<file path="config.mk">
export PLATFORM = sky130hd
export DESIGN_NAME = spi_bus_ctrl
export DESIGN_NICKNAME = d
export VERILOG_FILES = /design/src/rtl/spi_bus_ctrl.sv
export SDC_FILE = /design/constraint.sdc
export NUM_CORES = 1
export LEC_CHECK = 0
export BUFFER_PORTS_ARGS = -buffer_cell sky130_fd_sc_hd__buf_2
export CAP_MARGIN = 15
export CORE_ASPECT_RATIO = 0.9
export CORE_UTILIZATION = 46
export DETAILED_ROUTE_END_ITERATION = 12
export GPL_ROUTABILITY_DRIVEN = 0
export GPL_TIMING_DRIVEN = 0
export PLACE_DENSITY = 0.72
export SKIP_LAST_GASP = 1
export SLEW_MARGIN = 20
export SYNTH_ARGS = -nofsm -noshare
export SYNTH_HDL_FRONTEND = slang
export SYNTH_SLANG_ARGS = --single-unit
</file>
<file path="constraint.sdc">
create_clock -name clk -period 2.25 [get_ports clk]
set_input_delay 0.45 -clock clk [delete_from_list [all_inputs] [get_ports clk]]
set_output_delay 0.45 -clock clk [all_outputs]
set_load 0.02 [all_outputs]
</file>
<file path="src/rtl/spi_bus_ctrl.sv">
// Transaction sequencer between spi_data_path and the on-chip memory bus.
// Runs single/burst reads and writes on a req/ack handshake with timeout and error tracking.
module spi_bus_ctrl #(
    parameter int ADDR_W  = 20,
    parameter int DATA_W  = 16,
    parameter int TIMEOUT = 255,
    parameter int TO_W    = 8
) (
    input  logic              clk,
    input  logic              reset_n,
    input  logic              cs_n,
    input  logic              address_ready,
    input  logic              data_ready,
    input  logic              miso_start,
    input  logic [ADDR_W-1:0] addr,
    input  logic [3:0]        status,
    input  logic [DATA_W-1:0] wdata,
    output logic [DATA_W-1:0] rdata,
    output logic              bus_req,
    output logic              bus_we,
    output logic [ADDR_W-1:0] bus_addr,
    output logic [DATA_W-1:0] bus_wdata,
    input  logic [DATA_W-1:0] bus_rdata,
    input  logic              bus_ack,
    output logic              busy,
    output logic [2:0]        err,
    output logic [15:0]       txn_cnt
);
    typedef enum logic [1:0] {IDLE, RD_ACC, WAIT_DATA, WR_ACC} state_t;

    state_t            state, state_nxt;
    logic [ADDR_W-1:0] cur_addr;
    logic [2:0]        cur_st;
    logic [TO_W-1:0]   to_cnt;
    logic              abort_p;
    logic              in_acc, ack_hit, to_hit, frame_end;
    logic              issue, accept, addr_inc, cap_wdata;
    logic              late_set, proto_set;
    logic              unused_st;

    function automatic logic [15:0] sat_inc16(input logic [15:0] v);
        return (v == 16'hFFFF) ? v : v + 16'd1;
    endfunction

    // status[3] is reserved and deliberately not latched
    assign unused_st = status[3];

    assign in_acc    = (state == RD_ACC) || (state == WR_ACC);
    assign ack_hit   = in_acc && bus_req && bus_ack;
    assign to_hit    = in_acc && bus_req && !bus_ack && (to_cnt == TO_W'(TIMEOUT - 1));
    assign frame_end = abort_p || cs_n;
    assign late_set  = (state == RD_ACC) && miso_start;
    assign proto_set = (in_acc && data_ready) || ((state != IDLE) && address_ready);
    assign bus_addr  = cur_addr;
    assign busy      = (state != IDLE);

    always_ff @(posedge clk or negedge reset_n) begin
        if (!reset_n) state <= IDLE;
        else          state <= state_nxt;
    end

    always_comb begin
        state_nxt = state;
        issue     = 1'b0;
        accept    = 1'b0;
        addr_inc  = 1'b0;
        cap_wdata = 1'b0;
        case (state)
            IDLE: begin
                if (!cs_n && address_ready) begin
                    accept = 1'b1;
                    if (status[0])      state_nxt = RD_ACC;
                    else if (status[2]) state_nxt = WAIT_DATA;
                end
            end
            RD_ACC, WR_ACC: begin
                // Request goes out one clk after entry, which also guarantees an idle clk between requests
                if (!bus_req) begin
                    if (cs_n) state_nxt = IDLE;
                    else      issue     = 1'b1;
                end else if (ack_hit) begin
                    if (frame_end)               state_nxt = IDLE;
                    else if (state == RD_ACC)    state_nxt = WAIT_DATA;
                    else if (cur_st[1]) begin
                        addr_inc  = 1'b1;
                        state_nxt = cur_st[0] ? RD_ACC : WAIT_DATA;
                    end else                     state_nxt = IDLE;
                end else if (to_hit) begin
                    state_nxt = IDLE;
                end
            end
            WAIT_DATA: begin
                if (cs_n) begin
                    state_nxt = IDLE;
                end else if (data_ready) begin
                    if (cur_st[2]) begin
                        cap_wdata = 1'b1;
                        state_nxt = WR_ACC;
                    end else if (cur_st[1]) begin
                        addr_inc = 1'b1;
                        if (cur_st[0]) state_nxt = RD_ACC;
                    end else begin
                        state_nxt = IDLE;
                    end
                end
            end
            default: state_nxt = IDLE;
        endcase
    end

    always_ff @(posedge clk or negedge reset_n) begin
        if (!reset_n) begin
            cur_addr  <= '0;
            cur_st    <= '0;
            bus_req   <= 1'b0;
            bus_we    <= 1'b0;
            bus_wdata <= '0;
            rdata     <= '0;
            to_cnt    <= '0;
            abort_p   <= 1'b0;
            err       <= '0;
            txn_cnt   <= '0;
        end else begin
            if (accept) begin
                cur_addr <= addr;
                cur_st   <= status[2:0];
            end else if (addr_inc) begin
                cur_addr <= cur_addr + ADDR_W'(1);
            end

            if (cap_wdata) bus_wdata <= wdata;

            if (issue) begin
                bus_req <= 1'b1;
                bus_we  <= (state == WR_ACC);
                to_cnt  <= '0;
            end else if (ack_hit || to_hit) begin
                bus_req <= 1'b0;
                bus_we  <= 1'b0;
            end else if (bus_req) begin
                to_cnt <= to_cnt + TO_W'(1);
            end

            if (ack_hit) begin
                txn_cnt <= sat_inc16(txn_cnt);
                if (state == RD_ACC) rdata <= bus_rdata;
            end

            // cs_n seen with a request in flight: finish that transfer, then end the frame
            if (state == IDLE)                  abort_p <= 1'b0;
            else if (in_acc && bus_req && cs_n) abort_p <= 1'b1;

            if (accept) err <= '0;
            else        err <= err | {proto_set, to_hit, late_set};
        end
    end
endmodule

</file>
==> results.sh <==
export IMPL_nNetsFinal=624
export IMPL_crit_chain="nor2_1 -> and4_1 -> clkbuf_1 -> buf_2 -> mux2_2"
export IMPL_ys_warn_count=0
export IMPL_postCtsSetupBuffers=0
export IMPL_skew_ns=0.006127
export IMPL_synth_xor_area_share_pct=3.727
export IMPL_tns_ns=0
export IMPL_worstSetupStartpointType="flip-flop"
export IMPL_holdWs_ns=0.09598
export IMPL_ys_ff_latch=87
export IMPL_drive_above_1_share_pct=37.25
export IMPL_critPathKind="reg -> reg"
export IMPL_synth_top_family_by_area="simple AND/OR/NAND/NOR gates"
export IMPL_syn_cell_area_sq_um=4230
export IMPL_synth_fa_ha_area_share_pct=1.183
export IMPL_dieArea_sq_um=9584
export IMPL_core_area_sq_um=8728
export IMPL_io_pins=137
export IMPL_endpoint_kind="flip-flop"
export IMPL_clockBufferDepth=2
export IMPL_synth_edff_count=0
export IMPL_initial_core_util_pct=48.47
export IMPL_syn_inst=410
export IMPL_antenna_found_initial=0
export IMPL_ys_seq_area_share_pct=51.46
export IMPL_htreeDepth=3
export IMPL_slew_violations=0
export IMPL_slowest_stage="dfrtp_1"
export IMPL_diodes=0
export IMPL_fmax_mhz=483.0
export IMPL_drt_wl_total_um=10100
export IMPL_clkTransAtPathRegs_ns=0.08
export IMPL_nFillCells=794
export IMPL_synth_flop_cell="dfrtp_1"
export IMPL_yosys_area_share_simple_pct=18.31
export IMPL_hold_violations=0
export IMPL_critPathMaxStageDelay_ns=0.45
export IMPL_grt_pass1_vias=3500
export IMPL_clockRootBuffer="clkbuf_8"
export IMPL_syn_avg_cell_area_sq_um=10.32
export IMPL_status="completed"
export IMPL_worstMarginPinSlew_ns=0.6197
export IMPL_die_w_um=103.1
export IMPL_drc=0
export IMPL_viasPerCell=5.419
export IMPL_cts_tree="yes"
export IMPL_rsz0062_at_grt="false"
export IMPL_worst_path_max_fanout=10
export IMPL_hpwl_um=7515
export IMPL_drt_iter0_drc=141
export IMPL_clock_latency_ns=0.35
export IMPL_drtAntennaViolNets=0
export IMPL_grt_max_degree=47
export IMPL_p_per_area_nw_per_um2=1259
export IMPL_ir_drop_mv=0.6079
export IMPL_num_rows=32
export IMPL_muxShareOfSynthArea_pct=9.908
export IMPL_cts_resized=0
export IMPL_grt_pass1_wl_um=16350
export IMPL_drtPass1Iterations=5
export IMPL_port_buffers=135
export IMPL_cp_arrival_ns=2.31
export IMPL_grt_overflow_total=0
export IMPL_finalCriticalPeriod_ns=2.070
export IMPL_yosysUniqueCellTypes=51
export IMPL_design_area_sq_um=5318
export IMPL_cts_sinks=87
export IMPL_relSlewSlack_pct=58.69
export IMPL_setup_viol=0
export IMPL_async_flop_share_pct=100.0
export IMPL_grtUsageTotal_pct=22.05
export IMPL_route_vias_total=3685
export IMPL_synth_compound_area_share_pct=12.54
export IMPL_holdBufCountCts=0
export IMPL_min_path_type="in -> async"
export IMPL_die_h_um=92.98
export IMPL_required_ns=2.49
export IMPL_max_cap_violations=0
export IMPL_syn_nets=477
export IMPL_numCtsBuffers=9
export IMPL_placedInstanceArea_sq_um=5077
export IMPL_fin_crit_sh_pct=92.01
export IMPL_wl_per_cell_um=14.85
export IMPL_power_leakage_nw=2.563
export IMPL_area_growth_pct=25.70
-- synth_stat cells, drive strengths merged, types with 2 or more instances --
library cell  instances  area share [%]
inv                   7            0.62
nand2b                5            0.74
buf                  11             1.4
xnor2                 9             1.9
nand4                17             2.5
and3                  6            0.89
xor2                  9             1.9
o21ai                17             2.0
nand3                23             2.8
and4                  3            0.62
nand2                32             2.8
a31oi                 4            0.59
o22ai                 5            0.74
or3                   2            0.53
mux2                 36             9.7
nor2b                 2            0.30
or2                   3            0.44
nor4                  2            0.59
a32oi                 2            0.41
ha                    4             1.2
a21oi                32             3.8
nor3b                 2            0.35
nor3                  7            0.83
o22a                  4            0.83
a211oi                2            0.35
a2bb2oi               6             1.2
clkbuf               10            0.89
nor2                 44             4.0
dfrtp                87              51
-- worst paths after layout --
path	startpoint	endpoint	slack (ns)	cells after the start
min reg2reg	err[0]	err[0]	0.50	2
max reg2reg	state[0]	bus_wdata[8]	0.18	5
max	state[0]	bus_wdata[8]	0.18	5
min in group clk	status[2]	cur_st[2]	0.31	3
max in group asynchronous	reset_n	rdata[14]	1.50	2
min	reset_n	to_cnt[6]	0.1	1
-- through the flow --
stage / power, W / instances / setup slack, ns / util (%)
after floorplan: 0.004457 / 410 / 0.1629 / -
after global placement: 0.005341 / 664 / -0.03341 / 57.91
after detailed placement: 0.005436 / 665 / 0.04072 / 58.17
after CTS: 0.006757 / 680 / 0.1588 / 60.92
after global routing: 0.007176 / 680 / 0.03790 / 60.92
final: 0.006697 / 680 / 0.1798 / 60.92
-- registers in the layout, indices dropped and copies added, names as in the netlist --
signal,count
bus_addr,20
bus_wdata,16
rdata,16
txn_cnt,16
to_cnt,8
cur_st,3
err,3
state,2
abort_p,1
bus_req,1
bus_we,1
-- worst max-delay path, delay by kind of cell (launching register included) --
family	cells	cell delay [ns]
DFF	1	0.45
and+or+nand+nor	2	0.41
muxes	1	0.37
buffers and inverters	2	0.71
-- kinds of logic after synthesis --
logic type / count (synthesis)
fa+ha+maj: 4
simple gates: 152
compound gates: 84
flops: 87
mux: 37
xor+xnor: 18
buf+inv: 28
-- power breakdown --
| group | leakage [nW] | total (W) | internal [W] | switching, W |
|---|---|---|---|---|
| clock | 0.120 | 0.00130 | 0.000741 | 0.000563 |
| sequential | 1.10 | 0.00267 | 0.00216 | 0.000509 |
| combinational | 1.34 | 0.00272 | 0.00110 | 0.00163 |
| total | 2.56 | 0.00670 | 0.00400 | 0.00270 |
-- cell type report --
class / instances / area, sq um / area share, %
multi-input combinational: 295 / 1932 / 36.33
sequential: 87 / 2177 / 40.94
buffer: 21 / 95.09 / 1.788
clock buffer: 9 / 123.9 / 2.329
timing repair buffer: 136 / 698.2 / 13.13
inverter: 7 / 26.28 / 0.4941
tap: 119 / 148.9 / 2.800
clock inverter: 6 / 116.4 / 2.188
-- layout by cell type, fill, tap and decap left out, types with 7 or more instances in the layout --
cell / count
buf_2: 144
nand3_1: 22
nor2_1: 42
clkbuf_1: 10
o21ai_0: 17
clkbuf_8: 9
nand4_1: 17
inv_1: 7
xor2_1: 9
dfrtp_1: 87
a21oi_1: 32
nand2_1: 32
nor3_1: 7
mux2_2: 34
xnor2_1: 9
-- routing by layer --
layer  share of wire [%]  global-route usage (%)  vias up
li1                    -                       -     1781
met1                  45                   29.02     1776
met2                  48                   36.11      118
met3                 6.1                   4.933       10
met4                 1.1                   6.808        0
met5                   0                       0        -
Note: power is estimated with default switching activity, not from simulation.
